`src/rtl/mem_stage_pkg.sv`:
```
// Shared definitions for the MEM-stage load/store unit: funct3 encodings, FSM states and
// the access-size helper.
package mem_stage_pkg;

    localparam logic [2:0] F3_B  = 3'b000;
    localparam logic [2:0] F3_H  = 3'b001;
    localparam logic [2:0] F3_W  = 3'b010;
    localparam logic [2:0] F3_D  = 3'b011;
    localparam logic [2:0] F3_BU = 3'b100;
    localparam logic [2:0] F3_HU = 3'b101;
    localparam logic [2:0] F3_WU = 3'b110;

    typedef enum logic [1:0] {
        IDLE,
        WAIT_GNT,
        WAIT_RD
    } lsu_state_e;

    // log2 of the access size in bytes; the unused 3'b111 encoding counts as a byte
    function automatic logic [1:0] size_of_func3(input logic [2:0] f3);
        return (f3 == 3'b111) ? 2'd0 : f3[1:0];
    endfunction

endpackage

```
`src/rtl/lsu_align.sv`:
```
// Combinational store lane steering / byte-enable generation and load shift / extension.
module lsu_align
    import mem_stage_pkg::*;
#(
    parameter  int unsigned XLEN = 32,
    localparam int unsigned NB   = XLEN / 8,
    localparam int unsigned OB   = $clog2(NB)
) (
    input  logic [2:0]      i_st_func3,
    input  logic [OB-1:0]   i_st_off,
    input  logic [XLEN-1:0] i_st_data,
    output logic [NB-1:0]   o_web,
    output logic [XLEN-1:0] o_wdata,
    input  logic [2:0]      i_ld_func3,
    input  logic [OB-1:0]   i_ld_off,
    input  logic [XLEN-1:0] i_ld_data,
    output logic [XLEN-1:0] o_ld_data
);

    logic            w_st_ok;
    logic [NB-1:0]   w_lanes;
    logic [XLEN-1:0] w_sh;

    function automatic logic [XLEN-1:0] extend(input logic [XLEN-1:0] v,
                                               input int unsigned nbytes, input logic sgn);
        logic [XLEN-1:0] mask;
        mask = {XLEN{1'b1}} >> (XLEN - 8 * nbytes);
        if (sgn && |(v & (mask ^ (mask >> 1)))) return v | ~mask;
        return v & mask;
    endfunction

    always_comb begin
        w_st_ok = (i_st_func3 == F3_B) || (i_st_func3 == F3_H) || (i_st_func3 == F3_W) ||
                  ((XLEN == 64) && (i_st_func3 == F3_D));
        w_lanes = NB'((32'd1 << (32'd1 << size_of_func3(i_st_func3))) - 32'd1);
        o_web   = w_st_ok ? ~(w_lanes << i_st_off) : '1;
        o_wdata = i_st_data << {i_st_off, 3'b000};
    end

    always_comb begin
        w_sh      = i_ld_data >> {i_ld_off, 3'b000};
        o_ld_data = '0;
        case (i_ld_func3)
            F3_B:    o_ld_data = extend(w_sh, 1, 1'b1);
            F3_BU:   o_ld_data = extend(w_sh, 1, 1'b0);
            F3_H:    o_ld_data = extend(w_sh, 2, 1'b1);
            F3_HU:   o_ld_data = extend(w_sh, 2, 1'b0);
            F3_W:    o_ld_data = extend(w_sh, 4, 1'b1);
            F3_WU:   o_ld_data = (XLEN == 64) ? extend(w_sh, 4, 1'b0) : '0;
            F3_D:    o_ld_data = (XLEN == 64) ? w_sh : '0;
            default: o_ld_data = '0;
        endcase
    end

endmodule

```
`src/rtl/mem_stage_lsu.sv`:
```
// MEM stage LSU: req/gnt/rvalid data-memory handshake, pipeline stall and MEM/WB register.
// Define MISALIGN_TRAP_EN to flag misaligned accesses instead of aligning them down.
module mem_stage_lsu
    import mem_stage_pkg::*;
#(
    parameter  int unsigned XLEN   = 32,
    parameter  int unsigned ADDR_W = 32,
    parameter  int unsigned RD_W   = 5,
    localparam int unsigned NB     = XLEN / 8,
    localparam int unsigned OB     = $clog2(NB)
) (
    input  logic              clk,
    input  logic              rst_n,
    input  logic              ex_valid,
    input  logic              ex_memread,
    input  logic              ex_memwrite,
    input  logic              ex_regwrite,
    input  logic [2:0]        ex_func3,
    input  logic [ADDR_W-1:0] ex_addr,
    input  logic [XLEN-1:0]   ex_wdata,
    input  logic [XLEN-1:0]   ex_rd_data,
    input  logic [RD_W-1:0]   ex_rd_addr,
    output logic              mem_stall,
    output logic              dm_req,
    output logic              dm_we,
    output logic [ADDR_W-1:0] dm_addr,
    output logic [NB-1:0]     dm_web,
    output logic [XLEN-1:0]   dm_wdata,
    input  logic              dm_gnt,
    input  logic              dm_rvalid,
    input  logic [XLEN-1:0]   dm_rdata,
    output logic              wb_valid,
    output logic              wb_regwrite,
    output logic [RD_W-1:0]   wb_rd_addr,
    output logic [XLEN-1:0]   wb_rd_data,
    output logic              mem_misalign
);

    lsu_state_e        r_state, w_state_nxt;
    logic [OB-1:0]     r_ld_off;
    logic              r_wb_valid, r_wb_regwrite, r_misalign;
    logic [RD_W-1:0]   r_wb_rd_addr;
    logic [XLEN-1:0]   r_wb_rd_data;

    logic              w_st_any, w_load, w_store, w_memop, w_mis;
    logic              w_req, w_done, w_stall;
    logic [OB-1:0]     w_off_raw, w_off, w_size_mask;
    logic [NB-1:0]     w_web;
    logic [XLEN-1:0]   w_wdata, w_ld_data;

    assign w_size_mask = OB'((32'd1 << size_of_func3(ex_func3)) - 32'd1);
    assign w_off_raw   = ex_addr[OB-1:0];
    assign w_off       = w_off_raw & ~w_size_mask;
    assign w_st_any    = ex_memwrite & ~ex_memread;

`ifdef MISALIGN_TRAP_EN
    assign w_mis = ex_valid & (ex_memread | ex_memwrite) & (|(w_off_raw & w_size_mask));
`else
    assign w_mis = 1'b0;
`endif

    assign w_load  = ex_valid & ex_memread & ~w_mis;
    assign w_store = ex_valid & w_st_any & ~w_mis;
    assign w_memop = w_load | w_store;

    always_comb begin
        w_state_nxt = r_state;
        w_req       = 1'b0;
        w_done      = 1'b0;
        unique case (r_state)
            IDLE, WAIT_GNT: begin
                w_req = w_memop;
                if (w_memop && dm_gnt) begin
                    w_state_nxt = w_load ? WAIT_RD : IDLE;
                    w_done      = w_store;
                end else begin
                    w_state_nxt = w_memop ? WAIT_GNT : IDLE;
                end
            end
            WAIT_RD: begin
                if (dm_rvalid) begin
                    w_state_nxt = IDLE;
                    w_done      = 1'b1;
                end
            end
            default: w_state_nxt = IDLE;
        endcase
    end

    assign w_stall   = w_memop & ~w_done;
    assign mem_stall = w_stall;

    // Request and its qualifiers collapse to idle values as soon as reset asserts
    assign dm_req   = w_req & rst_n;
    assign dm_we    = dm_req & w_store;
    assign dm_addr  = dm_req ? {ex_addr[ADDR_W-1:OB], OB'(0)} : '0;
    assign dm_web   = dm_we ? w_web : '1;
    assign dm_wdata = dm_we ? w_wdata : '0;

    lsu_align #(
        .XLEN (XLEN)
    ) u_align (
        .i_st_func3 (ex_func3),
        .i_st_off   (w_off),
        .i_st_data  (ex_wdata),
        .o_web      (w_web),
        .o_wdata    (w_wdata),
        .i_ld_func3 (ex_func3),
        .i_ld_off   (r_ld_off),
        .i_ld_data  (dm_rdata),
        .o_ld_data  (w_ld_data)
    );

    always_ff @(posedge clk or negedge rst_n) begin
        if (!rst_n) begin
            r_state       <= IDLE;
            r_ld_off      <= '0;
            r_wb_valid    <= 1'b0;
            r_wb_regwrite <= 1'b0;
            r_wb_rd_addr  <= '0;
            r_wb_rd_data  <= '0;
            r_misalign    <= 1'b0;
        end else begin
            r_state <= w_state_nxt;
            if (w_req && dm_gnt) r_ld_off <= w_off;
            if (w_stall) begin
                r_wb_valid    <= 1'b0;
                r_wb_regwrite <= 1'b0;
                r_misalign    <= 1'b0;
            end else begin
                r_wb_valid    <= ex_valid;
                r_wb_regwrite <= ex_regwrite & ~w_st_any & ~w_mis;
                r_wb_rd_addr  <= ex_rd_addr;
                r_wb_rd_data  <= w_load ? w_ld_data : ex_rd_data;
                r_misalign    <= w_mis;
            end
        end
    end

    assign wb_valid     = r_wb_valid;
    assign wb_regwrite  = r_wb_regwrite;
    assign wb_rd_addr   = r_wb_rd_addr;
    assign wb_rd_data   = r_wb_rd_data;
    assign mem_misalign = r_misalign;

endmodule

```
`config.mk`:
```
export PLATFORM = sky130hd
export DESIGN_NAME = mem_stage_lsu
export DESIGN_NICKNAME = d
export VERILOG_FILES = /design/src/rtl/mem_stage_pkg.sv /design/src/rtl/lsu_align.sv /design/src/rtl/mem_stage_lsu.sv
export SDC_FILE = /design/constraint.sdc
export NUM_CORES = 1
export LEC_CHECK = 0
export ABC_AREA = 1
export CELL_PAD_IN_SITES_DETAIL_PLACEMENT = 1
export CELL_PAD_IN_SITES_GLOBAL_PLACEMENT = 2
export CORE_MARGIN = 3
export CORE_UTILIZATION = 15
export DETAILED_ROUTE_END_ITERATION = 8
export PLACE_DENSITY_LB_ADDON = 0.2
export SLEW_MARGIN = 20
export SYNTH_ARGS = -nofsm -noshare
export SYNTH_HDL_FRONTEND = slang
export SYNTH_SLANG_ARGS = --single-unit
```
`constraint.sdc`:
```
create_clock -name clk -period 1.3 [get_ports clk]
set_input_delay 0.26 -clock clk [delete_from_list [all_inputs] [get_ports clk]]
set_output_delay 0.26 -clock clk [all_outputs]
set_load 0.03 [all_outputs]
```
==> run metrics <==
Worst Max-Slew Pin Slew=roughly 0.63 ns; met3 Use GR=between 2 and 3%; Final min period=2.028 ns; CTS tree=done; initial antenna violation count=0; Setup Crit Path Kind=register to output pin; placed insts=about 1.3k; Final setup viols=roughly 110; clk_skew=~0.0041 ns; Mean Syn Cell Area=5.800 sq um; vias in the first global route=just under 6k; Via density=4.077; share of layout cells above drive strength 1=40.43%; Worst EP arrival=roughly 1.8 ns; cts bufs inserted=5; pin count of the biggest net entering global routing=44; fmax=roughly 490 MHz; M2 GR Usage=26.15%; Worst setup EP type=output pin; drt drc=0; Slew HR=between 50 and 60%; Yosys warnings=0; total number of vias=5,585; CP Max Fanout=8; post-route ant nets=0; Die Wd=171.1 um; Layout Nets=roughly 1.2k; Hold Crit Class=input pin to async pin; Final Worst Setup Slack=-0.7279 ns; Slew Viols, Final=0; Routed WL per cell=between 15 and 20 um; Top Ports=roughly 260; Seq/Total Area, Yosys=26.32%; Congestion Overflow GR=0; Leakage Power=between 4 and 5 nW; final non-filler cell total=1,370; Sum Neg Setup Slack=-58.73 ns; hold buffers post-CTS=0; largest cells by area after synthesis=dfrtp_1, nand2_1, nor2_1; global route hottest layer=met2; final wirelength=22,760 um; synthesized cell area=0.004089 sq mm; routability cong.=0.7271; Slowest cell on crit path=dfrtp_1; Total GRT Usage=14.93%; Sink Count=43; Synth area leader=dfrtp_1; worst path required time=1.04 ns; Syn Inst Count=705; Max Buffers Root-to-Sink=2; CP Cell Sequence=nor2_2 > nand2_2 > inv_4 > nand2_4 > nor2_1 > buf_4 > clkinvlp_4 > buf_12 > nor2_4 > buf_6; Starting Density=15.47%; Pre-Repair DR Iteration Count=4; CTS clk-pin slew, worst paths=~0.070 ns; Core Region=0.02643 sq mm; ys flop type=dfrtp_1; Final Cycle Share=156.0%; H-tree depth=2; Initial DRC Count=121; most frequent cells in the layout=nand2_1, clkdlybuf4s50_1, buf_4; die span in y=171.1 um; EDFF count, synth=0; Synth top area share=a little over a quarter; first-pass GRT wire length=between 30,000 and 40,000 um; status=finished, violations left; Hold Vio Cnt, Final=0; nature of the critical path startpoint=register; Root Driver=clkbuf_16; IO Port Bufs=251; Async S/R FF share, synth=between 90% and 100%; M1 GR Usage=19.46%; Worst path max stage delay=roughly 0.43 ns; Max IR drop VDD=0.4878 mV; die footprint=0.02928 sq mm; commonest non-fill, non-tap cell in the layout=nand2_1; PD cells=743.6 mW/mm^2; std cell rows=59; Detail Placement HPWL=17,320 um; RSZ-0062 raised after global routing=true; synthesis-stage register bit count=43; failing checks=negative setup slack; number of max-cap violations=0; Yosys cell types=32; Area Growth Syn to Fin=124.5%; Skew-Pair Late Insertion Delay=~0.29 ns
-- final cells by class --
class / instances / area (sq um)
clock inverter: 1 / 5.005
sequential: 43 / 1077
tap: 335 / 419.2
antenna: 1 / 2.502
timing repair buffer: 360 / 3953
fill: 3143 / 17250
multi-input combinational: 543 / 3252
inverter: 79 / 322.8
timing repair inverter: 1 / 16.27
clock buffer: 7 / 132.6
-- critical path: cells and delay by family (launching register included) --
| kind | cells | cell delay (ns) |
|---|---|---|
| buf+inv | 5 | 0.59 |
| simple gates | 5 | 0.46 |
| flops | 1 | 0.43 |
-- path summary, 6_finish.rpt --
check                               from        endpoint  slack, ns  depth (start not counted)
min in group clk           wb_rd_addr[1]   wb_rd_addr[1]       0.47                          2
min                                rst_n     wb_regwrite       0.11                          2
max in group asynchronous          rst_n     r_ld_off[0]       0.74                          2
max                           r_state[1]     dm_wdata[4]      -0.73                         10
min reg2reg                wb_rd_addr[1]   wb_rd_addr[1]       0.47                          2
max reg2reg                   r_state[1]  wb_rd_data[16]      -0.51                         12
-- per-stage QoR --
stage / setup WS (ns) / total power, W / instance area [sq um] / utilization (%) / hold slack, ns
after floorplan: -0.3012 / 0.003254 / 4454 / - / -0.03559
final: -0.7279 / 0.006826 / 9180 / 34.74 / 0.1058
after CTS: -0.7757 / 0.006802 / 8920 / 33.75 / 0.1166
after global routing: -0.8188 / 0.007303 / 9178 / 34.73 / 0.1600
after detailed placement: -1.073 / 0.005097 / 7900 / 29.89 / 0.4400
after global placement: -1.045 / 0.005088 / 7900 / 29.89 / 0.4509
-- synth_stat cells (all sizes together) (7+ instances only) --
master / number
a21oi: 43
nor2: 110
and2: 8
a21boi: 24
o21ai: 11
nand3: 56
o211ai: 7
buf: 29
clkbuf: 13
or2: 7
inv: 79
dfrtp: 43
nand2: 270
-- sequential cells by signal, summed over array words and instances, names as in the netlist --
name         count
wb_rd_data      32
wb_rd_addr       5
r_ld_off         2
r_state          2
wb_regwrite      1
wb_valid         1
-- power by group --
group          internal, W  switching, W  leakage, nW
sequential         0.00152      0.000205        0.513
combinational      0.00188       0.00194         3.73
clock             0.000713      0.000576       0.0679
-- routing by layer --
metal  wire, um  part of all wire [%]
met3       1214                   5.3
met1      10160                    45
met2      11130                    49
met4        246                   1.1
met5          0                     0
-- cell families (layout without fill, tap and decap cells) --
logic type      after synthesis  after routing  share of synthesized area, %
simple gates                453            453                         46.91
compound gates               87             87                         13.04
other cells                   1              4                       0.09171
flops                        43             43                         26.32
buf+inv                     121            448                         13.65
-- timing repair --
| item | in CTS | in global routing |
|---|---|---|
| setup endpoints to repair | 111 | 112 |
| pin swaps | 10 | 8 |
| hold endpoints to repair | 0 | 0 |
| resized for setup | 185 | 90 |
| cloned | 8 | 1 |
| buffers inserted | 13 | 11 |
Power figures use the tool's default switching activity.
